## src/rtl/vga_timing_pkg.sv

```systemverilog
// rtl/vga_timing_pkg.sv - shared 640x480 VGA timing constants, lock states and counter helper
package vga_timing_pkg;

    localparam int VGA_H_DATA = 640;
    localparam int VGA_H_FP   = 16;
    localparam int VGA_H_PW   = 96;
    localparam int VGA_H_BP   = 48;
    localparam int VGA_V_DATA = 480;
    localparam int VGA_V_FP   = 10;
    localparam int VGA_V_PW   = 2;
    localparam int VGA_V_BP   = 33;
    localparam int VGA_H_TOTAL = VGA_H_DATA + VGA_H_FP + VGA_H_PW + VGA_H_BP;
    localparam int VGA_V_TOTAL = VGA_V_DATA + VGA_V_FP + VGA_V_PW + VGA_V_BP;
    localparam bit VGA_POLARITY = 1'b1;

    localparam logic [11:0] CNT_MAX = 12'hFFF;

    typedef enum logic [1:0] {
        LOCK_SEARCH = 2'd0,
        LOCK_CHECK  = 2'd1,
        LOCK_LOCKED = 2'd2
    } lock_state_t;

    function automatic logic [11:0] sat_inc(input logic [11:0] v);
        return (v == CNT_MAX) ? v : v + 12'd1;
    endfunction

endpackage

```

## src/rtl/vga_receiver_if.sv

```systemverilog
// rtl/vga_receiver_if.sv - VGA source bundle: sync lines and 10-bit colour channels
interface vga_receiver_if;

    logic       hsync;
    logic       vsync;
    logic [9:0] red;
    logic [9:0] grn;
    logic [9:0] blu;

    modport master (output hsync, vsync, red, grn, blu);
    modport slave  (input  hsync, vsync, red, grn, blu);

endinterface

```

## src/rtl/vga_sync_edge.sv

```systemverilog
// rtl/vga_sync_edge.sv - registers one sync line and flags its idle-to-active transition
module vga_sync_edge #(
    parameter bit POLARITY = 1'b1
) (
    input  logic px_clk,
    input  logic rst,
    input  logic i_sync,
    output logic o_lead
);

    logic r_sync;
    logic r_sync_d;

    always_ff @(posedge px_clk or posedge rst) begin
        if (rst) begin
            r_sync   <= POLARITY;
            r_sync_d <= POLARITY;
        end else begin
            r_sync   <= i_sync;
            r_sync_d <= r_sync;
        end
    end

    assign o_lead = (r_sync_d == POLARITY) && (r_sync != POLARITY);

endmodule

```

## src/rtl/vga_receiver.sv

```systemverilog
// rtl/vga_receiver.sv - VGA receiver: line/frame measurement, lock FSM and active-pixel output
module vga_receiver
    import vga_timing_pkg::*;
#(
    parameter int H_DATA   = VGA_H_DATA,
    parameter int H_FP     = VGA_H_FP,
    parameter int H_PW     = VGA_H_PW,
    parameter int H_BP     = VGA_H_BP,
    parameter int V_DATA   = VGA_V_DATA,
    parameter int V_FP     = VGA_V_FP,
    parameter int V_PW     = VGA_V_PW,
    parameter int V_BP     = VGA_V_BP,
    parameter bit POLARITY = VGA_POLARITY
) (
    input  logic          px_clk,
    input  logic          rst,
    vga_receiver_if.slave i_vga,
    output logic [29:0]   o_px_data,
    output logic [10:0]   o_px_h,
    output logic [10:0]   o_px_v,
    output logic          o_px_valid,
    output logic          o_frame_start,
    output logic          o_locked,
    output logic [11:0]   o_h_total_meas,
    output logic [11:0]   o_v_total_meas,
    output logic          o_timing_err
);

    localparam logic [11:0] L_H_TOTAL = 12'(H_DATA + H_FP + H_PW + H_BP);
    localparam logic [11:0] L_V_TOTAL = 12'(V_DATA + V_FP + V_PW + V_BP);
    localparam logic [11:0] L_H_START = 12'(H_PW + H_BP);
    localparam logic [11:0] L_H_END   = 12'(H_PW + H_BP + H_DATA - 1);
    localparam logic [11:0] L_V_START = 12'(V_PW + V_BP);
    localparam logic [11:0] L_V_END   = 12'(V_PW + V_BP + V_DATA - 1);

    logic [29:0] r_rgb;
    logic [11:0] r_hcnt;
    logic [11:0] r_vline;
    logic [11:0] r_h_total;
    logic [11:0] r_v_total;
    logic [1:0]  r_good_cnt;
    logic        r_frame_bad;
    lock_state_t r_state;

    logic [29:0] r_px_data;
    logic [10:0] r_px_h;
    logic [10:0] r_px_v;
    logic        r_px_valid;
    logic        r_frame_start;
    logic        r_timing_err;

    logic        w_h_lead;
    logic        w_v_lead;
    logic [11:0] w_h_meas;
    logic [11:0] w_v_meas;
    logic [11:0] w_hcnt_cur;
    logic [11:0] w_vline_cur;
    logic        w_line_bad;
    logic        w_v_bad;
    logic        w_in_win;
    logic        w_is_locked;
    lock_state_t w_state_nx;
    logic [1:0]  w_good_nx;
    logic        w_err;

    vga_sync_edge #(.POLARITY(POLARITY)) u_hsync_edge (
        .px_clk (px_clk),
        .rst    (rst),
        .i_sync (i_vga.hsync),
        .o_lead (w_h_lead)
    );

    vga_sync_edge #(.POLARITY(POLARITY)) u_vsync_edge (
        .px_clk (px_clk),
        .rst    (rst),
        .i_sync (i_vga.vsync),
        .o_lead (w_v_lead)
    );

    // *_cur is the position of the pixel now sitting in r_rgb; the counter
    // registers lag it by one sample, hence the +1 in the period measurements.
    assign w_h_meas    = sat_inc(r_hcnt);
    assign w_v_meas    = w_h_lead ? sat_inc(r_vline) : r_vline;
    assign w_hcnt_cur  = w_h_lead ? 12'd0 : w_h_meas;
    assign w_vline_cur = w_v_lead ? 12'd0 : w_v_meas;

    assign w_line_bad  = (w_h_lead && (w_h_meas != L_H_TOTAL)) || (w_hcnt_cur == CNT_MAX);
    assign w_v_bad     = w_v_lead && (w_v_meas != L_V_TOTAL);
    assign w_is_locked = (r_state == LOCK_LOCKED);
    assign w_in_win    = (w_hcnt_cur >= L_H_START) && (w_hcnt_cur <= L_H_END) &&
                         (w_vline_cur >= L_V_START) && (w_vline_cur <= L_V_END);

    always_comb begin
        w_state_nx = r_state;
        w_good_nx  = r_good_cnt;
        w_err      = 1'b0;
        case (r_state)
            LOCK_SEARCH: begin
                if (w_v_lead) begin
                    w_state_nx = LOCK_CHECK;
                    w_good_nx  = 2'd0;
                end
            end
            LOCK_CHECK: begin
                if (w_v_lead) begin
                    if (!r_frame_bad && !w_line_bad && !w_v_bad) begin
                        w_good_nx = r_good_cnt + 2'd1;
                        if (r_good_cnt == 2'd1) begin
                            w_state_nx = LOCK_LOCKED;
                        end
                    end else begin
                        w_good_nx = 2'd0;
                    end
                end
            end
            LOCK_LOCKED: begin
                if (w_line_bad || w_v_bad) begin
                    w_err      = 1'b1;
                    w_state_nx = LOCK_CHECK;
                    w_good_nx  = 2'd0;
                end
            end
            default: begin
                w_state_nx = LOCK_SEARCH;
                w_good_nx  = 2'd0;
            end
        endcase
    end

    always_ff @(posedge px_clk or posedge rst) begin
        if (rst) begin
            r_state    <= LOCK_SEARCH;
            r_good_cnt <= 2'd0;
        end else begin
            r_state    <= w_state_nx;
            r_good_cnt <= w_good_nx;
        end
    end

    // A frame stays marked bad from its first bad line until the next VSYNC
    // edge, so an unlock mid-frame never lets that partial frame count as good.
    always_ff @(posedge px_clk or posedge rst) begin
        if (rst) begin
            r_rgb       <= '0;
            r_hcnt      <= CNT_MAX;
            r_vline     <= CNT_MAX;
            r_h_total   <= '0;
            r_v_total   <= '0;
            r_frame_bad <= 1'b0;
        end else begin
            r_rgb       <= {i_vga.red, i_vga.grn, i_vga.blu};
            r_hcnt      <= w_hcnt_cur;
            r_vline     <= w_vline_cur;
            r_frame_bad <= w_v_lead ? 1'b0 : (r_frame_bad | w_line_bad);
            if (w_h_lead) begin
                r_h_total <= w_h_meas;
            end
            if (w_v_lead) begin
                r_v_total <= w_v_meas;
            end
        end
    end

    always_ff @(posedge px_clk or posedge rst) begin
        if (rst) begin
            r_px_data     <= '0;
            r_px_h        <= '0;
            r_px_v        <= '0;
            r_px_valid    <= 1'b0;
            r_frame_start <= 1'b0;
            r_timing_err  <= 1'b0;
        end else begin
            r_px_data     <= r_rgb;
            r_px_h        <= w_in_win ? 11'(w_hcnt_cur - L_H_START) : 11'd0;
            r_px_v        <= w_in_win ? 11'(w_vline_cur - L_V_START) : 11'd0;
            r_px_valid    <= w_in_win && w_is_locked;
            r_frame_start <= w_in_win && w_is_locked &&
                             (w_hcnt_cur == L_H_START) && (w_vline_cur == L_V_START);
            r_timing_err  <= w_err;
        end
    end

    assign o_px_data      = r_px_data;
    assign o_px_h         = r_px_h;
    assign o_px_v         = r_px_v;
    assign o_px_valid     = r_px_valid;
    assign o_frame_start  = r_frame_start;
    assign o_locked       = w_is_locked;
    assign o_h_total_meas = r_h_total;
    assign o_v_total_meas = r_v_total;
    assign o_timing_err   = r_timing_err;

endmodule

```

## src/flat_wrapper.sv

```systemverilog
// flat-port wrapper written by rule: the top's interface ports become plain ports
module vga_receiver_flat import vga_timing_pkg::*;
#(
    parameter int H_DATA   = VGA_H_DATA,
    parameter int H_FP     = VGA_H_FP,
    parameter int H_PW     = VGA_H_PW,
    parameter int H_BP     = VGA_H_BP,
    parameter int V_DATA   = VGA_V_DATA,
    parameter int V_FP     = VGA_V_FP,
    parameter int V_PW     = VGA_V_PW,
    parameter int V_BP     = VGA_V_BP,
    parameter bit POLARITY = VGA_POLARITY
)
  (px_clk, rst, o_px_data, o_px_h, o_px_v, o_px_valid, o_frame_start, o_locked, o_h_total_meas, o_v_total_meas, o_timing_err, i_vga_hsync, i_vga_vsync, i_vga_red, i_vga_grn, i_vga_blu);
  vga_receiver_if i_vga_i ();
  input  logic px_clk;
  input  logic rst;
  output logic [29:0] o_px_data;
  output logic [10:0] o_px_h;
  output logic [10:0] o_px_v;
  output logic o_px_valid;
  output logic o_frame_start;
  output logic o_locked;
  output logic [11:0] o_h_total_meas;
  output logic [11:0] o_v_total_meas;
  output logic o_timing_err;
  input wire logic [$bits(i_vga_i.hsync)-1:0] i_vga_hsync;
  input wire logic [$bits(i_vga_i.vsync)-1:0] i_vga_vsync;
  input wire logic [$bits(i_vga_i.red)-1:0] i_vga_red;
  input wire logic [$bits(i_vga_i.grn)-1:0] i_vga_grn;
  input wire logic [$bits(i_vga_i.blu)-1:0] i_vga_blu;
  assign i_vga_i.hsync = i_vga_hsync;
  assign i_vga_i.vsync = i_vga_vsync;
  assign i_vga_i.red = i_vga_red;
  assign i_vga_i.grn = i_vga_grn;
  assign i_vga_i.blu = i_vga_blu;
  vga_receiver #(.H_DATA(H_DATA), .H_FP(H_FP), .H_PW(H_PW), .H_BP(H_BP), .V_DATA(V_DATA), .V_FP(V_FP), .V_PW(V_PW), .V_BP(V_BP), .POLARITY(POLARITY)) u_core (.px_clk(px_clk), .rst(rst), .i_vga(i_vga_i), .o_px_data(o_px_data), .o_px_h(o_px_h), .o_px_v(o_px_v), .o_px_valid(o_px_valid), .o_frame_start(o_frame_start), .o_locked(o_locked), .o_h_total_meas(o_h_total_meas), .o_v_total_meas(o_v_total_meas), .o_timing_err(o_timing_err));
endmodule
```

## config.mk

```make
export PLATFORM = sky130hd
export DESIGN_NAME = vga_receiver_flat
export DESIGN_NICKNAME = d
export VERILOG_FILES = /design/src/rtl/vga_timing_pkg.sv /design/src/rtl/vga_receiver_if.sv /design/src/rtl/vga_sync_edge.sv /design/src/rtl/vga_receiver.sv /design/src/flat_wrapper.sv
export SDC_FILE = /design/constraint.sdc
export NUM_CORES = 1
export LEC_CHECK = 0
export ABC_AREA = 1
export BUFFER_PORTS_ARGS = -buffer_cell sky130_fd_sc_hd__clkbuf_2
export CAP_MARGIN = 40
export CORE_ASPECT_RATIO = 1.25
export CORE_UTILIZATION = 55
export CTS_CLUSTER_DIAMETER = 60
export DETAILED_ROUTE_END_ITERATION = 8
export GPL_ROUTABILITY_DRIVEN = 0
export GPL_TIMING_DRIVEN = 0
export HOLD_SLACK_MARGIN = 0.05
export PLACE_DENSITY = 0.88
export SLEW_MARGIN = 0
export SYNTH_ARGS = -nofsm -noshare
export SYNTH_HDL_FRONTEND = slang
export SYNTH_SLANG_ARGS = --single-unit
export TNS_END_PERCENT = 100
```

## constraint.sdc

```tcl
create_clock -name px_clk -period 5.6 [get_ports px_clk]
set_input_delay 1.12 -clock px_clk [delete_from_list [all_inputs] [get_ports px_clk]]
set_output_delay 1.12 -clock px_clk [all_outputs]
set_load 0.005 [all_outputs]
```

======== Yosys cells after proc, flatten, opt, wreduce, memory -nomap -nowiden ========
Index checks and enable logic that the tools add are counted.
cells by class
  muxes and demuxes ....................... 21
  shift operators ......................... 0
  $add $sub $neg .......................... 5
  equal/unequal tests ..................... 15
  reductions and logical operators ........ 20
  bitwise gates (word level) .............. 3
  divide/modulo/power cells ............... 0
  magnitude comparators ................... 4
  multipliers ............................. 0
operators with widths
  operator                                                                 count
  12-bit two-way mux                                                       5
  12-bit equality test, second input constant                              3
  12-bit by 1-bit adder with 12-bit output, second input constant          2
  12-bit by 10-bit <= comparator with 1-bit output, second input constant  2
  12-bit by 10-bit != test with 1-bit output, second input constant        2
  11-bit two-way mux                                                       2
  2-bit two-way mux                                                        9
  12-bit by 6-bit equality test with 1-bit output, second input constant   1
  12-bit by 8-bit equality test with 1-bit output, second input constant   1
  12-bit by 6-bit >= comparator with 1-bit output, second input constant   1
  12-bit by 8-bit >= comparator with 1-bit output, second input constant   1
  1-bit logical AND                                                        12
  2-bit one-hot mux with 3 select lines                                    2
  11-bit by 6-bit subtractor with 11-bit output, second input constant     1
  11-bit by 8-bit subtractor with 11-bit output, second input constant     1
  2-bit by 1-bit != test with 1-bit output, second input constant          4
  5-bit AND reduction                                                      1
  2-bit by 1-bit equality test with 1-bit output, second input constant    2
  1-bit zero test                                                          3
  1-bit two-way mux                                                        3
  3-bit AND reduction                                                      1
  2-bit by 1-bit adder with 2-bit output, second input constant            1
  2-bit equality test, second input constant                               1
  2-bit zero test                                                          1
  other kinds (4)                                                          6
storage, ports and cells
  output and inout bits ................... 80
  RAM bits ................................ 0
  ROM bits ................................ 0
  latch bits .............................. 0
  register bits ........................... 142
  bits of input ports ..................... 34
  memories ................................ 0
  logic and storage cells ................. 86

======== Longest topological paths before layout ========
Gate-level depths: netlist (run 1).
  word-level depth ........................ 11
  mapped depth ............................ 20
  gate-level depth less buffers ........... 20

======== Modules after synthesis ========
Synthesis (run 1) repeated with hierarchy kept, for this count alone.
unflattened totals
  cell total of the unflattened synthesis .. 614
  area total of the unflattened synthesis .. 5840.6 um^2
by module, submodules not included
  module         times used  cells each  area each (um^2)  seq. area each (um^2)
  vga_receiver   1           604         5708.0            3483.3
  vga_sync_edge  2           5           66.3              52.6

======== Worst setup path before layout (run 1) ========
OpenSTA, ideal clock, no wires.
  path type ............................... register to register
  start point ............................. reg u_core.r_hcnt[0]
  end point ............................... reg u_core.r_px_v[0], in the netlist u_core.o_px_v[0]
  cell stages (with the launch flop) ...... 18
  arrival time ............................ 2.582 ns
  path buffers ............................ 1
  library setup time ...................... 0.069 ns
  data required time ...................... 5.531 ns
  period minus slack after synthesis ...... 2.652 ns
  setup slack ............................. 2.948 ns
  path through ............................ dfstp_2 -> ha_1 -> nand2_2 -> nor2_8 -> nand3_4 -> nand2_1 -> inv_1 -> nor2_1 -> inv_1 -> ha_1 -> inv_1 -> o21ai_2 -> nand3_1 -> nand3_2 -> nor2_2 -> inv_2 -> buf_6 -> nor2_2
between the ends
  cells in the longest elaborated chain, start to end .. 8
  elaborated cells between the ends (all ways) .. 10
  classes of those cells .................. add/sub: 1; order compare: 2; eq/ne: 1; mux: 3; reduce/logical: 3
ends and longest elaborated chain
  item                                                                                                                 RTL line              source
  start, declared                                                                                                      vga_receiver.sv:37    logic [11:0] r_hcnt;
  start signal, assigned                                                                                               vga_receiver.sv:152   r_hcnt <= w_hcnt_cur;
  12-bit by 1-bit adder with 12-bit output or 12-bit equality test (tied branches)                                     vga_timing_pkg.sv:25  return (v == CNT_MAX) ? v : v + 12'd1;
  12-bit two-way mux (*)                                                                                               vga_timing_pkg.sv:25
  12-bit two-way mux (*)                                                                                               vga_receiver.sv:84    assign w_hcnt_cur = w_h_lead ? 12'd0 : w_h_meas;
  net u_core.w_hcnt_cur[4]                                                                                             vga_receiver.sv:56    logic [11:0] w_hcnt_cur;
  12-bit by 8-bit >= comparator with 1-bit output or 12-bit by 10-bit <= comparator with 1-bit output (tied branches)  vga_receiver.sv:90    assign w_in_win = (w_hcnt_cur >= L_H_START) && (w_hcnt_cur <= L_H_END) &&
  1-bit logical AND (*) (2 in series)                                                                                  vga_receiver.sv:90
  1-bit logical AND (*)                                                                                                vga_receiver.sv:91    (w_vline_cur >= L_V_START) && (w_vline_cur <= L_V_END);
  11-bit two-way mux (*)                                                                                               vga_receiver.sv:175   r_px_v <= w_in_win ? 11'(w_vline_cur - L_V_START) : 11'd0;
  end signal, assigned                                                                                                 vga_receiver.sv:175
  end, declared                                                                                                        vga_receiver.sv:47    logic [10:0] r_px_v;
The timed path passes the listed nets; every way through them passes the cells marked *.
A chain may end at the register's enable or synchronous reset.

======== Final worst setup path (run 1) ========
  start point ............................. reg u_core.r_hcnt[0]
  end point ............................... reg u_core.r_px_h[5], in the netlist u_core.o_px_h[5]
between the ends
  cells in the longest elaborated chain, start to end .. 8
  elaborated cells between the ends (all ways) .. 11
  classes of those cells .................. add/sub: 2; order compare: 2; eq/ne: 1; mux: 3; reduce/logical: 3
ends and longest elaborated chain
  item                                                                                                                 RTL line              source
  12-bit by 1-bit adder with 12-bit output or 12-bit equality test (tied branches)                                     vga_timing_pkg.sv:25
  12-bit two-way mux (*)                                                                                               vga_timing_pkg.sv:25
  12-bit two-way mux (*)                                                                                               vga_receiver.sv:84
  net u_core.w_hcnt_cur[4]                                                                                             vga_receiver.sv:56
  12-bit by 8-bit >= comparator with 1-bit output or 12-bit by 10-bit <= comparator with 1-bit output (tied branches)  vga_receiver.sv:90
  1-bit logical AND (2 in series)                                                                                      vga_receiver.sv:90
  1-bit logical AND                                                                                                    vga_receiver.sv:91
  11-bit two-way mux (*)                                                                                               vga_receiver.sv:174   r_px_h <= w_in_win ? 11'(w_hcnt_cur - L_H_START) : 11'd0;
  end signal, assigned                                                                                                 vga_receiver.sv:174
  end, declared                                                                                                        vga_receiver.sv:46    logic [10:0] r_px_h;
Marks and branches as above.

==> parameters.txt, run 1 <==
Parameter                              Value

Outcome
  Result of the run    complete, no violations

Floorplanning
  Starting density of the core    56.3%
  I/O pin count    114
  Full die area    11200 um^2
  Die Y    118 um
  Number of cell rows    42
  Die Span X    95.0 um
  Std-Cell Core Area    10600 um^2

Timing
  RSZ-0062 raised after global routing    no
  Relative slew margins    58.9%
  Upper clock frequency limit    314 MHz
  Final number of max-transition violations    0
  Clock skew    10.2 ps
  Worst setup margin    2410 ps
  Endpoints failing setup    0
  Worst Tran Pin Value    616 ps
  Final Cycle Share    57.0%
  Number of hold violations in the final report    0
  Minimum clock period    3190 ps

Placed design
  Buffers added on ports    113
  Detailed-placement wirelength estimate    9630 um
  Post-DP Area    6710 um^2
  Setup slack at placement    2490 ps

GRT
  Wire length of the first global-routing pass    22300 um
  Antenna violations before repair    0
  GRT overflow    0
  Largest net degree at the start of global routing    73
  GRT Util Overall    26.6%
  Via count of the first global-routing pass    4798

CTS
  Num CTS Buffers    17
  Depth of the CTS H-tree    4
  Clock Sinks    142
  Clk_lat worst skew    430 ps
  PostCTS Resize Cnt    0
  Hold_buf cts    0
  Postcts setup bufs    0
  CTS Root Buffer Type    sky130_fd_sc_hd__clkbuf_16
  Number of buffers between clock root and the deepest sink    2
  Clock slew seen by the registers of the worst setup and hold paths    60 ps
  Clock tree from TritonCTS    yes

Setup path
  Arrival time at the worst endpoint    3540 ps
  Sequence of cells on the critical path    ha_1, nand2_2, nor2_8, nand3_4, nand2_1, inv_1, nor2_1, inv_1, ha_1, inv_1, o21ai_2, nand3_1, nand3_2, nor2_2, inv_2, buf_6, nor2_2
  Critical path's largest stage delay    590 ps
  Worst-path cell with the longest stage delay    sky130_fd_sc_hd__dfstp_2
  Maximum fanout count along the critical path    10
  Crit start category    flop
  Cell with the most instances on the worst path    sky130_fd_sc_hd__inv_1
  Setup CP Type    flop to flop
  Data required time of the worst path    5950 ps
  Critical path endpoint category    flop

Pwr
  Maximum resistive drop on vdd    0.202 mV
  Standby leakage power    3.76 nW
  Total power after layout    2.59 mW
  Power density over the cells    355 nW/um^2

Routing
  Via density    5.25
  Routed Wire Length    13500 um
  Number of detailed-route iterations in the first pass    7
  Iteration-0 DRC Markers    278
  Total via count in the routed design    4595
  Routed wire length per instance    15.4 um
  Antenna-violating nets left    0
  Number of remaining DRC errors    0

Synthesis
  Post-synth EDFFs    0
  Average footprint of a synthesized cell    9.95 um^2
  Commonest register cell after synthesis    sky130_fd_sc_hd__dfrtp_1
  Leading cell types by total area after synthesis    sky130_fd_sc_hd__dfrtp_1 48%, sky130_fd_sc_hd__dfstp_2 12%, sky130_fd_sc_hd__nand2_1 9.0%, sky130_fd_sc_hd__inv_1 3.6%, sky130_fd_sc_hd__nor2_1 3.2%
  Synth Area in XOR/XNOR    1.91%
  Cell Area, Synth    5950 um^2
  Complex-gate fraction of the synthesized area    4.10%
  Share of synthesized area occupied by flip-flops and latches    60.3%
  Net count of the mapped netlist    640
  Total of flip-flops plus latches after synthesis    142
  Library cell occupying the most area in the post-synthesis netlist    sky130_fd_sc_hd__dfrtp_1
  Simple-Gate Fraction of Synth Area    26.1%
  Share of cell area taken by muxes after synthesis    0%
  Distinct cells, synth    38
  Ranking of synthesized cells by instance count    143 x sky130_fd_sc_hd__nand2_1, 114 x sky130_fd_sc_hd__dfrtp_1, 57 x sky130_fd_sc_hd__inv_1
  Post-synth top area share    48.0%
  Post-synthesis instance total    598
  Number of warnings printed during yosys synthesis    0
  Largest family of logic cells by synthesized area    simple AND/OR/NAND/NOR gates
  Most used standard cell by instance count after synthesis    sky130_fd_sc_hd__nand2_1
  Proportion of synthesized flip-flops having asynchronous set or reset    100%
  Adder-cell area share of the yosys netlist    1.68%

Layout
  Filler cells    732
  Layout area overhead    22.6%
  NumNets Final    773
  Fraction of final layout cells with drive strength greater than 1    35.1%
  Diodes inserted    0
  Non-Filler Cell Area, Final    7290 um^2

Min path
  Worst min path class    flop to flop

Job
  Max-capacitance violation count    0
[power by group]
| group | leakage [nW] | switching, mW | internal [mW] |
|---|---|---|---|
| Clock | 0.279 | 0.448 | 0.642 |
| Combinational | 1.77 | 0.222 | 0.117 |
| Sequential | 1.71 | 0.0500 | 1.11 |
| Total | 3.76 | 0.720 | 1.87 |
[cell usage in the layout, fill, tap and decap left out, types with 12 or more instances in the layout]
cell type                   count
sky130_fd_sc_hd__clkbuf_16     17
sky130_fd_sc_hd__clkbuf_2     113
sky130_fd_sc_hd__dfrtp_1      114
sky130_fd_sc_hd__dfstp_2       28
sky130_fd_sc_hd__inv_1         56
sky130_fd_sc_hd__inv_2         12
sky130_fd_sc_hd__nand2_1      143
sky130_fd_sc_hd__nand3_1       31
sky130_fd_sc_hd__nand3_2       13
sky130_fd_sc_hd__nand4_1       15
sky130_fd_sc_hd__nor2_1        50
sky130_fd_sc_hd__nor2_2        27
sky130_fd_sc_hd__o21ai_0       18
[cells by family (layout without fill, tap and decap cells)]
logic type	count (synthesis)	in the layout
other cells	1	1
buf+inv	83	228
compound gates	41	41
flops	142	142
fa+ha+maj	8	8
xor+xnor	13	13
simple gates	310	310
[final timing paths]
check,startpoint,endpoint,slack [ps],depth (start not counted)
setup reg to reg,u_core.r_hcnt[0],u_core.o_px_h[5],2410,17
setup / recovery,u_core.r_hcnt[0],u_core.o_px_h[5],2410,17
hold reg to reg,u_core.r_rgb[11],u_core.o_px_data[11],350,0
hold / removal,u_core.r_rgb[11],u_core.o_px_data[11],350,0
max in group asynchronous,rst,u_core.u_vsync_edge.r_sync,4000,3
min in group asynchronous,rst,u_core.o_px_data[28],790,2
[stage by stage]
stage / TNS (ps) / hold slack (ps) / std cells / util [%]
after floorplan: 0 / 331 / 598 / -
after global placement: -37570 / 331 / 843 / 63.2
after detailed placement: 0 / 335 / 844 / 63.5
after CTS: 0 / 349 / 875 / 69.0
after global routing: 0 / 352 / 875 / 69.0
final: 0 / 345 / 875 / 69.0
[sequential cells by signal, summed over array words and instances, names as in the netlist, 2 cells and up]
signal and count:
u_core.r_hcnt 12, u_core.r_state 2, u_core.o_px_data 30, u_core.r_vline 12, u_core.o_h_total_meas 12, u_core.o_v_total_meas 12, u_core.o_px_v 11, u_core.r_rgb 30
u_core.r_good_cnt 2, u_core.o_px_h 11
[critical path, delay by kind of cell, from the launching register on]
| family | cells | cell delay [ps] |
|---|---|---|
| AND/OR/NAND/NOR | 9 | 1400 |
| adder cells (fa/ha/maj) | 2 | 540 |
| buffers and inverters | 5 | 510 |
| AO/OA/AOI/OAI | 1 | 80 |
| flip-flops | 1 | 590 |
[routing by layer]
metal | global-route usage, % | part of all wire (%) | vias to the layer above
met1 | 28.0 | 35 | 2203
met5 | 0 | 0 | -
li1 | - | - | 2155
met2 | 46.8 | 55 | 184
met4 | 16.4 | 4.7 | 0
met3 | 6.31 | 5.0 | 53
[layout make-up]
| class | instances | area (um^2) | share of cell area [%] |
|---|---|---|---|
| flip-flops and latches | 142 | 3590 | 49.2 |
| multi-input cells | 373 | 2020 | 27.6 |
| repair buffers | 114 | 593 | 8.13 |
| clock buffers | 19 | 453 | 6.21 |
| inverters | 71 | 272 | 3.72 |
| well taps | 132 | 165 | 2.27 |
| clock inverters | 12 | 126 | 1.73 |
| plain buffers | 12 | 77.6 | 1.06 |
Power figures use the tool's default switching activity.
==> inputs of run 2 (changes only) <==
--- a/config.mk
+++ b/config.mk
@@ -5,7 +5,7 @@
 export SDC_FILE = /design/constraint.sdc
 export NUM_CORES = 1
 export LEC_CHECK = 0
-export ABC_AREA = 1
+export ABC_AREA = 0
 export BUFFER_PORTS_ARGS = -buffer_cell sky130_fd_sc_hd__clkbuf_2
 export CAP_MARGIN = 40
 export CORE_ASPECT_RATIO = 1.25
@@ -15,7 +15,7 @@
 export GPL_ROUTABILITY_DRIVEN = 0
 export GPL_TIMING_DRIVEN = 0
 export HOLD_SLACK_MARGIN = 0.05
-export PLACE_DENSITY = 0.88
+export PLACE_DENSITY = 0.89
 export SLEW_MARGIN = 0
 export SYNTH_ARGS = -nofsm -noshare
 export SYNTH_HDL_FRONTEND = slang
==> constraint.sdc (replaced) <==
create_clock -name px_clk -period 3.2 [get_ports px_clk]
set_input_delay 0.64 -clock px_clk [delete_from_list [all_inputs] [get_ports px_clk]]
set_output_delay 0.64 -clock px_clk [all_outputs]
set_load 0.005 [all_outputs]
==> parameters.txt, run 2 <==
Parameter                              Value

Layout
  Diodes inserted    0
  Non-filler instance count after layout    802
  Area of the multi-input gates    2230 um^2
  Non-Filler Cell Area, Final    7680 um^2
  Most common library cell in the layout ignoring fill and taps    sky130_fd_sc_hd__clkbuf_2
  Most used cells in the layout excluding fill and tap cells    115 x sky130_fd_sc_hd__clkbuf_2, 114 x sky130_fd_sc_hd__dfrtp_1, 42 x sky130_fd_sc_hd__nor2_1
  NumNets Final    702
  Sequential cell area    3590 um^2
  Filler cells    556
  Fraction of final layout cells with drive strength greater than 1    42.8%
  Layout area overhead    34.4%

Synthesis
  Post-synth top area share    49.9%
  Average footprint of a synthesized cell    11.7 um^2
  Simple-Gate Fraction of Synth Area    15.2%
  Share of synthesized area occupied by flip-flops and latches    62.8%
  Number of warnings printed during yosys synthesis    0
  Post-synthesis instance total    487
  Proportion of synthesized flip-flops having asynchronous set or reset    100%
  Library cell occupying the most area in the post-synthesis netlist    sky130_fd_sc_hd__dfrtp_1
  Largest family of logic cells by synthesized area    simple AND/OR/NAND/NOR gates
  Synth Area in XOR/XNOR    2.45%
  Commonest register cell after synthesis    sky130_fd_sc_hd__dfrtp_1
  Post-synth EDFFs    0
  Ranking of synthesized cells by instance count    114 x sky130_fd_sc_hd__dfrtp_1, 45 x sky130_fd_sc_hd__nor2_1, 43 x sky130_fd_sc_hd__o21ai_0
  Net count of the mapped netlist    529
  Distinct cells, synth    68
  Cell Area, Synth    5720 um^2
  Share of cell area taken by muxes after synthesis    2.01%
  Adder-cell area share of the yosys netlist    1.75%
  Complex-gate fraction of the synthesized area    12.7%
  Leading cell types by total area after synthesis    sky130_fd_sc_hd__dfrtp_1 50%, sky130_fd_sc_hd__dfstp_2 13%, sky130_fd_sc_hd__o21ai_0 3.8%, sky130_fd_sc_hd__nor2_1 3.0%, sky130_fd_sc_hd__nand2_1 2.6%
  Total of flip-flops plus latches after synthesis    142
  Most used standard cell by instance count after synthesis    sky130_fd_sc_hd__dfrtp_1

Placed design
  Setup slack at placement    -437 ps
  Buffers added on ports    113
  Post-DP Area    6510 um^2
  Detailed-placement wirelength estimate    9820 um
  Placed insts    732

CTS
  CTS Root Buffer Type    sky130_fd_sc_hd__clkbuf_16
  Clock Sinks    142
  Clock tree from TritonCTS    yes
  Num CTS Buffers    17
  Clk_lat worst skew    440 ps
  Depth of the CTS H-tree    4
  Number of buffers between clock root and the deepest sink    2
  Clock slew seen by the registers of the worst setup and hold paths    70 ps

Setup path
  Launching instance or port of the critical path    u_core.r_hcnt[9]
  Maximum fanout count along the critical path    10
  Critical path endpoint category    flop
  FF-to-FF setup slack    -120 ps
  Sequence of cells on the critical path    nand4_1, buf_4, o311ai_4, xor2_2, nor2_2, inv_2, ha_4, or3b_4, a221oi_4, o2111ai_4, buf_6, nor2_1
  Crit start category    flop
  Path depth of the worst reg2reg path    12
  Setup CP Type    flop to flop
  RR Startpoint    u_core.r_hcnt[9]
  Worst-path cell with the longest stage delay    sky130_fd_sc_hd__dfstp_2
  Capturing instance or port of the critical path    u_core.o_px_v[4]
  Endpoint of the worst register-to-register path    u_core.o_px_v[4]
  Data required time of the worst path    3550 ps
  Arrival time at the worst endpoint    3680 ps
  Critical path's largest stage delay    620 ps

Floorplanning
  Full die area    10800 um^2
  Std-Cell Core Area    10100 um^2
  Die Y    116 um
  Die Span X    93.2 um
  Starting density of the core    56.6%
  Number of cell rows    41
  I/O pin count    114

Timing
  Minimum clock period    3320 ps
  Final Cycle Share    104%
  Worst Tran Pin Value    811 ps
  Final number of max-transition violations    0
  Relative slew margins    45.2%
  Clock skew    10.9 ps
  Endpoints failing setup    23
  Upper clock frequency limit    301 MHz
  Fin Setup TNS    -1970 ps
  RSZ-0062 raised after global routing    yes
  Worst Hold Slack    287 ps
  Number of hold violations in the final report    0
  Worst setup margin    -120 ps

GRT
  GRT overflow    0
  Via count of the first global-routing pass    5127
  Antenna violations before repair    0
  Largest net degree at the start of global routing    47
  Wire length of the first global-routing pass    27000 um
  GRT Util Overall    34.2%

Pwr
  Power density over the cells    584 nW/um^2
  Maximum resistive drop on vdd    0.548 mV
  Internal power of the cells    3.19 mW
  Switching fraction of total power    29.0%
  Flop pwr share    44.4%
  Relative contribution of the clock network to total power    42.5%
  Fraction of power consumed by combinational cells    13.0%
  Standby leakage power    3.58 nW
  Switching component of the power    1.30 mW

Routing
  Iteration-0 DRC Markers    717
  Via density    6.61
  Number of detailed-route iterations in the first pass    9
  Routed wire length per instance    24.5 um
  Number of remaining DRC errors    2
  Routed Wire Length    19600 um
  Total via count in the routed design    5301
  Antenna-violating nets left    0

Outcome
  Failing checks    design-rule violations, negative setup slack
  Result of the run    finished, violations left

Min path
  Worst min path class    primary input to flop

Job
  Max-capacitance violation count    0
==> run 2: changes by cell type in the layout (fill, tap and decap cells not counted), moves of 15 or more <==
cell	change
sky130_fd_sc_hd__buf_4	+39
sky130_fd_sc_hd__nor2_2	-24
sky130_fd_sc_hd__o21ai_0	+20
sky130_fd_sc_hd__nand3_1	-15
sky130_fd_sc_hd__nand2_1	-104
sky130_fd_sc_hd__inv_1	-47
==> run 2: worst min-delay path by stage <==
| stage | endpoint | start | cells past startpoint |
|---|---|---|---|
| floorplan | u_core.o_px_data[0] | u_core.r_rgb[0] | 0 |
| global placement | u_core.o_px_data[9] | u_core.r_rgb[9] | 0 |
| detailed placement | u_core.o_px_data[6] | u_core.r_rgb[6] | 0 |
| CTS | u_core.u_vsync_edge.r_sync | i_vga_vsync | 1 |
| global route | u_core.u_vsync_edge.r_sync | i_vga_vsync | 1 |
| finish | u_core.u_hsync_edge.r_sync | i_vga_hsync | 1 |
==> run 2: kinds of logic after synthesis <==
logic type | Yosys count
adders and majority gates | 8
xor gates and xnor gates | 16
buffers and inverters | 37
AOI/OAI and AO/OA | 103
and+or+nand+nor | 170
muxes | 10
other | 1
DFF | 142
==> run 2: through the flow <==
stage,util (%),total power [mW]
after floorplan,-,2.27
after global placement,63.8,2.41
after detailed placement,64.4,2.46
after CTS,72.6,4.37
after global routing,76.0,4.62
final,76.0,4.49
==> run 2: cell type report <==
type | instances | share of cell area (%)
sequential | 142 | 46.7
timing repair buffer | 157 | 12.4
multi-input combinational | 308 | 29.1
tap | 129 | 2.10
clock inverter | 14 | 1.61
inverter | 12 | 0.668
clock buffer | 18 | 5.72
buffer | 22 | 1.76
==> run 2: power groups by stage <==
stage	combinational, mW	sequential, mW	clock, mW
after global placement	0.416	1.99	0
after global routing	0.630	2.00	1.99
after detailed placement	0.454	2.00	0
final	0.584	2.00	1.91
after floorplan	0.272	1.99	0
after CTS	0.507	1.97	1.89
==> run 2: metal layers <==
metal  up-vias  wire [um]  track usage (%)
li1       2085          -                -
met1      2544       6160             36.6
met2       477       9910             58.1
met3       195       1760             9.78
met4         0       1820             24.1
met5         -          0                0
==> run 2: worst max-delay path: cells and delay by family (launching register included) <==
| kind | cells | cell delay (ps) |
|---|---|---|
| and+or+nand+nor | 4 | 830 |
| AOI/OAI and AO/OA | 3 | 810 |
| DFF | 1 | 620 |
| buffers and inverters | 3 | 530 |
| xor gates and xnor gates | 1 | 250 |
| adders and majority gates | 1 | 180 |
==> run 2: what timing repair did <==
item / CTS / global route
setup buffers: 25 / 16
resized for setup: 20 / 47
hold buffers: 0 / 0
pin swaps: 7 / 18
endpoints found under the setup margin: 29 / 29
